## config.mk

```make
export PLATFORM = sky130hd
export DESIGN_NAME = axi_w_mux_ordered
export DESIGN_NICKNAME = d
export VERILOG_FILES = /design/src/rtl/axi_node_pkg.sv /design/src/rtl/axi_w_mux_ordered_out_slice.sv /design/src/rtl/axi_w_mux_ordered.sv
export SDC_FILE = /design/constraint.sdc
export NUM_CORES = 1
export LEC_CHECK = 0
export BUFFER_PORTS_ARGS = -buffer_cell sky130_fd_sc_hd__buf_4
export CAP_MARGIN = 30
export CORE_AREA = 8 8 287 289
export DETAILED_ROUTE_END_ITERATION = 10
export DIE_AREA = 0 0 295 297
export SLEW_MARGIN = 0
export SYNTH_ARGS = -nofsm -noshare
export SYNTH_HDL_FRONTEND = slang
export SYNTH_HIERARCHICAL = 1
export SYNTH_SLANG_ARGS = --single-unit
```

## constraint.sdc

```tcl
create_clock -name clk -period 4.4 [get_ports clk]
set_input_delay 0.88 -clock clk [delete_from_list [all_inputs] [get_ports clk]]
set_output_delay 0.88 -clock clk [all_outputs]
set_load 0.005 [all_outputs]
```

## src/rtl/axi_node_pkg.sv

```systemverilog
// Shared AXI node types: default W beat layout and default W-order FIFO depth.
package axi_node_pkg;

   localparam int DEFAULT_FIFO_DEPTH = 8;
   localparam int DEFAULT_DATA_WIDTH = 64;
   localparam int DEFAULT_USER_WIDTH = 6;

   // Reference beat layout; modules re-declare it with their own widths and the
   // same field order so beats can be passed through a type parameter.
   typedef struct packed {
      logic [DEFAULT_DATA_WIDTH-1:0]   data;
      logic [DEFAULT_DATA_WIDTH/8-1:0] strb;
      logic                            last;
      logic [DEFAULT_USER_WIDTH-1:0]   user;
   } w_beat_t;

endpackage

```

## src/rtl/axi_w_mux_ordered_out_slice.sv

```systemverilog
// One-entry elastic register slice for W beats; breaks the master-side valid/payload path.
module axi_w_out_slice
   import axi_node_pkg::*;
#(
   parameter type beat_t = w_beat_t
) (
   input  logic  clk,
   input  logic  rst_n,
   input  logic  up_valid,
   output logic  up_ready,
   input  beat_t up_beat,
   output logic  dn_valid,
   input  logic  dn_ready,
   output beat_t dn_beat
);

   logic  valid_q;
   beat_t beat_q;

   // Accept a new beat whenever the slot is empty or being drained this cycle.
   assign up_ready = ~valid_q | dn_ready;
   assign dn_valid = valid_q;
   assign dn_beat  = beat_q;

   // NOTE: flops use non-blocking assignment so every register samples pre-edge values.
   always_ff @(posedge clk or negedge rst_n) begin
      if (!rst_n) begin
         valid_q <= 1'b0;
         beat_q  <= '0;
      end else if (up_ready) begin
         valid_q <= up_valid;
         if (up_valid) beat_q <= up_beat;
      end
   end

endmodule

```

## src/rtl/axi_w_mux_ordered.sv

```systemverilog
// Ordered W multiplexer: forwards W bursts in AW grant order held in an ID FIFO.
// Define AXI_W_MUX_OUT_REG_EN to register the master W outputs through a slice.
module axi_w_mux_ordered
   import axi_node_pkg::*;
#(
   parameter int N_TARG_PORT = 8,
   parameter int FIFO_DEPTH  = DEFAULT_FIFO_DEPTH,
   parameter int DATA_WIDTH  = 64,
   parameter int USER_WIDTH  = 6
) (
   input  logic                                    clk,
   input  logic                                    rst_n,
   input  logic                                    test_en_i,
   input  logic [N_TARG_PORT-1:0][DATA_WIDTH-1:0]   wdata_i,
   input  logic [N_TARG_PORT-1:0][DATA_WIDTH/8-1:0] wstrb_i,
   input  logic [N_TARG_PORT-1:0]                   wlast_i,
   input  logic [N_TARG_PORT-1:0][USER_WIDTH-1:0]   wuser_i,
   input  logic [N_TARG_PORT-1:0]                   wvalid_i,
   output logic [N_TARG_PORT-1:0]                   wready_o,
   output logic [DATA_WIDTH-1:0]                    wdata_o,
   output logic [DATA_WIDTH/8-1:0]                  wstrb_o,
   output logic                                     wlast_o,
   output logic [USER_WIDTH-1:0]                    wuser_o,
   output logic                                     wvalid_o,
   input  logic                                     wready_i,
   input  logic [N_TARG_PORT-1:0]                   ID_i,
   input  logic                                     push_ID_i,
   output logic                                     grant_FIFO_ID_o
);

   localparam int STRB_WIDTH = DATA_WIDTH / 8;
   localparam int PTR_W      = (FIFO_DEPTH > 1) ? $clog2(FIFO_DEPTH) : 1;
   localparam int CNT_W      = $clog2(FIFO_DEPTH + 1);

   typedef struct packed {
      logic [DATA_WIDTH-1:0] data;
      logic [STRB_WIDTH-1:0] strb;
      logic                  last;
      logic [USER_WIDTH-1:0] user;
   } beat_t;

   logic [N_TARG_PORT-1:0] id_mem [FIFO_DEPTH];
   logic [PTR_W-1:0]       wr_ptr;
   logic [PTR_W-1:0]       rd_ptr;
   logic [CNT_W-1:0]       count;
   logic                   full;
   logic                   head_valid;
   logic [N_TARG_PORT-1:0] head;
   logic                   push;
   logic                   pop;
   logic                   wvalid_int;
   logic                   ready_int;
   beat_t                  beat_sel;
   logic                   test_en_unused;

   // The ID FIFO has no scan-specific behaviour; test mode is accepted and ignored.
   assign test_en_unused = test_en_i;

   function automatic logic [PTR_W-1:0] ptr_next(input logic [PTR_W-1:0] p);
      return (p == PTR_W'(FIFO_DEPTH - 1)) ? '0 : p + 1'b1;
   endfunction

   assign full            = (count == CNT_W'(FIFO_DEPTH));
   assign head_valid      = (count != '0);
   assign head            = head_valid ? id_mem[rd_ptr] : '0;
   assign push            = push_ID_i & ~full;
   assign pop             = head_valid & wvalid_int & ready_int & beat_sel.last;
   assign grant_FIFO_ID_o = ~full;

   always_ff @(posedge clk or negedge rst_n) begin
      if (!rst_n) begin
         wr_ptr <= '0;
         rd_ptr <= '0;
         count  <= '0;
      end else begin
         if (push) wr_ptr <= ptr_next(wr_ptr);
         if (pop)  rd_ptr <= ptr_next(rd_ptr);
         if (push && !pop)      count <= count + 1'b1;
         else if (pop && !push) count <= count - 1'b1;
      end
   end

   // NOTE: ID storage is not reset; entries are only observed while count marks them valid.
   always_ff @(posedge clk) begin
      if (push) id_mem[wr_ptr] <= ID_i;
   end

   // NOTE: every always_comb output gets a default first, so no latch can be inferred.
   always_comb begin
      beat_sel   = '0;
      wvalid_int = 1'b0;
      for (int i = 0; i < N_TARG_PORT; i++) begin
         beat_sel.data = beat_sel.data | (wdata_i[i] & {DATA_WIDTH{head[i]}});
         beat_sel.strb = beat_sel.strb | (wstrb_i[i] & {STRB_WIDTH{head[i]}});
         beat_sel.last = beat_sel.last | (wlast_i[i] & head[i]);
         beat_sel.user = beat_sel.user | (wuser_i[i] & {USER_WIDTH{head[i]}});
         wvalid_int    = wvalid_int | (wvalid_i[i] & head[i]);
      end
   end

   assign wready_o = {N_TARG_PORT{ready_int & head_valid}} & head;

`ifdef AXI_W_MUX_OUT_REG_EN
   beat_t beat_out;

   axi_w_out_slice #(
      .beat_t (beat_t)
   ) u_out_slice (
      .clk      (clk),
      .rst_n    (rst_n),
      .up_valid (wvalid_int),
      .up_ready (ready_int),
      .up_beat  (beat_sel),
      .dn_valid (wvalid_o),
      .dn_ready (wready_i),
      .dn_beat  (beat_out)
   );

   assign wdata_o = beat_out.data;
   assign wstrb_o = beat_out.strb;
   assign wlast_o = beat_out.last;
   assign wuser_o = beat_out.user;
`else
   assign ready_int = wready_i;
   assign wvalid_o  = wvalid_int;
   assign wdata_o   = beat_sel.data;
   assign wstrb_o   = beat_sel.strb;
   assign wlast_o   = beat_sel.last;
   assign wuser_o   = beat_sel.user;
`endif

endmodule
```

Yosys cells after proc, flatten, opt, wreduce, memory -nomap -nowiden
Memory sizes are Yosys's and may differ from the RTL's. Index checks and enable logic that the tools add are counted.

Register bits after elaboration: 10. Latch bits: 0. RAM bits: 64. Memory bits (read-only): 0. Bits of input ports: 653. Output and inout port bits: 89. Word-level logic and storage cells: 106. Memories kept: 1.

$add $sub $neg: 4. $mul: 0. Div/mod/pow operators: 0. Order comparisons: 0. Equal/unequal tests: 3. Shift-type cells: 0. Mux-type cells: 7. Bitwise gates (word level): 82. Reduce and logical (&&, ||, !) cells: 6.

Memory list: id_mem (words 8, bits a word 8, read ports 1, clocked after memory_dff 0, write ports 1, RTL line axi_w_mux_ordered.sv:42) `logic [N_TARG_PORT-1:0] id_mem [FIFO_DEPTH];`.

Operator list (number): $and 64x64->64 (8); $or 64x64->64 (7); $and 8x8->8 (9); $or 8x8->8 (7); $and 6x6->6 (8); $or 6x6->6 (7); $and 1x1->1 (21); $or 1x1->1 (14); $mux 4 (2); $mux 8 (1); $add 3x1->3 const B (2); $eq 3x3->1 const B (2); $mux 3 (2); $add 4x1->4 const B (1); $eq 4x4->1 const B (1); $reduce_bool 4->1 (1); $sub 4x1->4 const B (1); $logic_and 1x1->1 (2); $logic_not 1->1 (2); $mux 1 (2); $reduce_bool 2->1 (1); $not 1->1 (1).

Longest topological paths before layout
Word-level depth: 16. Mapped depth: 17. Mapped depth without buffers: 14.

Worst setup path before layout
OpenSTA, ideal clock, no wires.

Path type: reg2reg. From: reg rd_ptr[0]. To: reg count[3]. Setup time: 125 ps. Arrival time: 3160 ps. Data required time: 4275 ps. Path slack: 1115 ps. Stages on the path, launching flop included: 16. Buffers on the path: 1. Clock period less this slack: 3285 ps. Cell sequence: dfrtp_1 -> buf_6 -> mux4_2 -> mux2i_1 -> nor2_1 -> a222oi_1 -> nand2_1 -> o211ai_2 -> ha_1 -> inv_1 -> ha_1 -> a21o_1 -> a21oi_1 -> xnor2_1 -> nor2_1 -> xor2_1.

Cells in the longest elaborated chain, start to end: 16. Elaborated cells on any way between the ends: 40. Classes of those cells: 2 x mux; 33 x bitwise; 4 x reduce/logical; 1 x memory.

Ends and longest elaborated chain: from (decl) (RTL line axi_w_mux_ordered.sv:44) `logic [PTR_W-1:0] rd_ptr;`; from (signal assigned) (RTL line axi_w_mux_ordered.sv:77) `if (pop) rd_ptr <= ptr_next(rd_ptr);`; $mem_v2 8x8 *; $mux 8 * (RTL line axi_w_mux_ordered.sv:65) `assign head = head_valid ? id_mem[rd_ptr] : '0;`; $and 1x1->1 (RTL line axi_w_mux_ordered.sv:97) `wvalid_int = wvalid_int | (wvalid_i[i] & head[i]);`; $or 1x1->1 (7 in a row) (RTL line axi_w_mux_ordered.sv:97); $and 1x1->1 (2 in a row) (RTL line axi_w_mux_ordered.sv:67) `assign pop = head_valid & wvalid_int & ready_int & beat_sel.last;`; $and 1x1->1 * (RTL line axi_w_mux_ordered.sv:67); $logic_not 1->1 (RTL line axi_w_mux_ordered.sv:78) `if (push && !pop) count <= count + 1'b1;`; $logic_and 1x1->1 (RTL line axi_w_mux_ordered.sv:78); $mux 4 / $reduce_bool 2->1 (equally long branches); to (signal assigned) (RTL line axi_w_mux_ordered.sv:78); to (signal assigned) (RTL line axi_w_mux_ordered.sv:79) `else if (pop && !push) count <= count - 1'b1;`; to (decl) (RTL line axi_w_mux_ordered.sv:45) `logic [CNT_W-1:0] count;`.

Mark *: on every way between the ends. The rest lies on a longest branch, timed or not. A chain may end at the register's enable or synchronous reset.

Worst setup path in the final report
From: reg rd_ptr[0]. To: out wdata_o[7].

Cells in the longest elaborated chain, start to end: 10. Elaborated cells on any way between the ends: 17. Classes of those cells: 1 x mux; 15 x bitwise; 1 x memory.

Ends and longest elaborated chain: $mem_v2 8x8 *; $mux 8 * (RTL line axi_w_mux_ordered.sv:65); $and 64x64->64 (RTL line axi_w_mux_ordered.sv:93) `beat_sel.data = beat_sel.data | (wdata_i[i] & {DATA_WIDTH{head[i]}});`; $or 64x64->64 (6 in a row) (RTL line axi_w_mux_ordered.sv:93); $or 64x64->64 * (RTL line axi_w_mux_ordered.sv:93); to (decl) (RTL line axi_w_mux_ordered.sv:20) `output logic [DATA_WIDTH-1:0] wdata_o,`.

Marked as above.

==> impl_metrics.json <==
{
  "status": "finished, final reports clean",
  "detail_route.vias_per_cell": 4.09,
  "grt_pass1_vias": 10600,
  "crit_fanout": 17,
  "die-height_um": 297,
  "rr_startpoint": "rd_ptr[2]",
  "finalCriticalPeriod_ps": 4270,
  "clock_skew_ps": 9.93,
  "drt_first_pass_iters": 8,
  "syn_area_um2": 6270,
  "leakage_nw": 5.90,
  "post-route-util_pct": 17.5,
  "cts.repair.resized": 0,
  "hp-class": "primary input to async pin",
  "post-route-period-util_pct": 97.1,
  "yosysTopAreaCellShare_pct": 30.6,
  "portBuffers": 740,
  "cts_setup_buffers": 0,
  "place_congestion": 0.907,
  "required_ps": 3520,
  "routedWlPerCell_um": 28.9,
  "insertion_delay_ps": 340,
  "route.detailed.drc": 0,
  "clock_path_buffers": 2,
  "drv_slew": 0,
  "dieArea_um2": 87600,
  "end_kind": "output pin",
  "cts_made_buffers": 9,
  "synth_cells": 670,
  "grt_use_met2_pct": 24.7,
  "cts_root_buf": "clkbuf_16",
  "grtUsageMet1_pct": 18.5,
  "vias": 10000,
  "io-pin-count": 742,
  "layout_commonest_cell": "buf_4",
  "setup_viol": 0,
  "crit_type": "flip-flop to output pin",
  "grt.met3_usage_pct": 6.38,
  "avgSynthCellArea_um2": 9.36,
  "p_per_area_nw_per_um2": 719,
  "cp-startpoint": "rd_ptr[0]",
  "grt_pass1_wl_um": 91900,
  "yosys-top-cells-area": "edfxtp_1 31%, a22oi_1 20%, a222oi_1 13%, nand4_1 7.8%, nand2_1 5.3%",
  "clk_pin_slew_ps": 60,
  "antenna_found_initial": 52,
  "layout_common_cells": "772 x buf_4, 168 x a22oi_1, 88 x nand2_1",
  "synth-seq-area-share_pct": 34.6,
  "rsz0062_at_grt": "no",
  "max_freq_ghz": 0.234,
  "max-cap-violations": 0,
  "yosys.area.top_type": "edfxtp_1",
  "drive_gt1_share_pct": 58.7,
  "wirelength_um": 70900,
  "num-nets-final": 2048,
  "synth_nets": 1331,
  "ys_ff_latch": 74,
  "ant_nets": 0,
  "yosys_warnings": 6,
  "num_rows": 103,
  "drt-initial-drc-count": 975,
  "area_growth_pct": 118,
  "initial_core_util_pct": 8.04,
  "htreeDepth": 3,
  "ctsHoldBuffers": 0,
  "grt_max_degree": 81,
  "regToRegEndpoint": "count[3]",
  "rrSetupSlack_ps": 620,
  "startpoint_type": "flip-flop",
  "ir_drop_uv": 716,
  "tightest_slew_ps": 953,
  "die_w_um": 295,
  "fin_tns_setup_ps": 0,
  "clock_sinks": 74,
  "arrival_ps": 3390,
  "overflow": 0,
  "track_usage_pct": 15.1,
  "top_usage_layer": "met2",
  "relSlewSlack_pct": 36.1,
  "rr_worst_depth": 15,
  "core_um2": 78000,
  "dpl.hpwl_um": 61900,
  "hold_violations": 0,
  "cts_tree": "yes",
  "netlist-cell-type-count": 40
}
[cell type report]
cell class / instances / area (um2)
antenna: 14 / 35.0
clock buffer: 9 / 225
clock inverter: 6 / 58.8
fill: 8836 / 64300
inverter: 3 / 11.3
multi-input combinational: 518 / 3860
sequential: 74 / 2170
tap: 1050 / 1310
timing repair buffer: 781 / 5980
[cell usage after synthesis]
| cell type | number |
|---|---|
| a2111o_1 | 1 |
| a21o_1 | 2 |
| a21oi_1 | 1 |
| a221oi_1 | 1 |
| a222oi_1 | 80 |
| a22o_1 | 1 |
| a22oi_1 | 168 |
| and2_1 | 10 |
| and2b_1 | 1 |
| and3_1 | 5 |
| and4_1 | 2 |
| buf_1 | 4 |
| buf_2 | 8 |
| buf_4 | 2 |
| buf_6 | 1 |
| clkbuf_1 | 60 |
| dfrtp_1 | 10 |
| edfxtp_1 | 64 |
| fa_1 | 1 |
| ha_1 | 7 |
| inv_1 | 3 |
| mux2_1 | 3 |
| mux2_2 | 2 |
| mux2i_1 | 26 |
| mux4_2 | 4 |
| nand2_1 | 88 |
| nand2b_1 | 4 |
| nand3b_1 | 1 |
| nand4_1 | 78 |
| nor2_1 | 8 |
| nor2_2 | 1 |
| nor2b_1 | 6 |
| nor3_1 | 6 |
| nor3b_1 | 1 |
| nor4_1 | 2 |
| o211ai_2 | 1 |
| o21ai_0 | 2 |
| or2_1 | 1 |
| xnor2_1 | 3 |
| xor2_1 | 1 |
[worst max-delay path, cell delays in order, from the launching register on]
cell and delay [ps]:
dfrtp_1 430, buf_4 320, mux4_2 540, mux2i_1 250, nor2_4 160, buf_4 210, a222oi_1 650, nand4_1 260
buf_4 210
[power by group]
part           internal (W)  switching (W)
Combinational       0.00303        0.00505
Sequential         0.000907       0.000112
Clock              0.000431       0.000269
Total               0.00437        0.00544
[registers in the layout (all words and copies together), names as in the netlist]
signal / flops
id_mem: 64
count: 4
rd_ptr: 3
wr_ptr: 3
[through the flow]
stage	setup slack [ps]	cell area, um2	hold WS, ps	power, W	cells
floorplan	1110	6270	476	0.00482	670
global placement	517	13300	502	0.00918	2426
detailed placement	506	13300	513	0.00917	2426
CTS	111	13600	358	0.00989	2441
global route	33.4	13600	362	0.0104	2446
finish	129	13600	368	0.00981	2455
[cells by family (layout without fill, tap and decap cells)]
kind of cell / after synthesis / after routing / synth area share [%]
muxes: 35 / 35 / 6.48
AOI/OAI and AO/OA: 257 / 257 / 34.0
xor gates and xnor gates: 4 / 4 / 0.559
and+or+nand+nor: 214 / 214 / 17.5
other: 0 / 14 / 0
adders and majority gates: 8 / 8 / 1.72
DFF: 74 / 74 / 34.6
buffers and inverters: 78 / 799 / 5.07
[routing by layer]
metal / share of wire (%) / vias to the layer above
li1: - / 4363
met1: 41 / 4810
met2: 46 / 728
met3: 11 / 96
met4: 1.7 / 42
met5: 0.34 / -
[worst max-delay path by stage]
| stage | depth (start not counted) | to |
|---|---|---|
| 4_1_cts | 8 | wdata_o[7] |
| 5_1_grt | 8 | wdata_o[7] |
| 3_5_place_dp | 8 | wdata_o[7] |
| 3_3_place_gp | 8 | wdata_o[7] |
| 2_1_floorplan | 15 | count[3] |
| 6_report | 8 | wdata_o[7] |
Power figures use the tool's default switching activity.
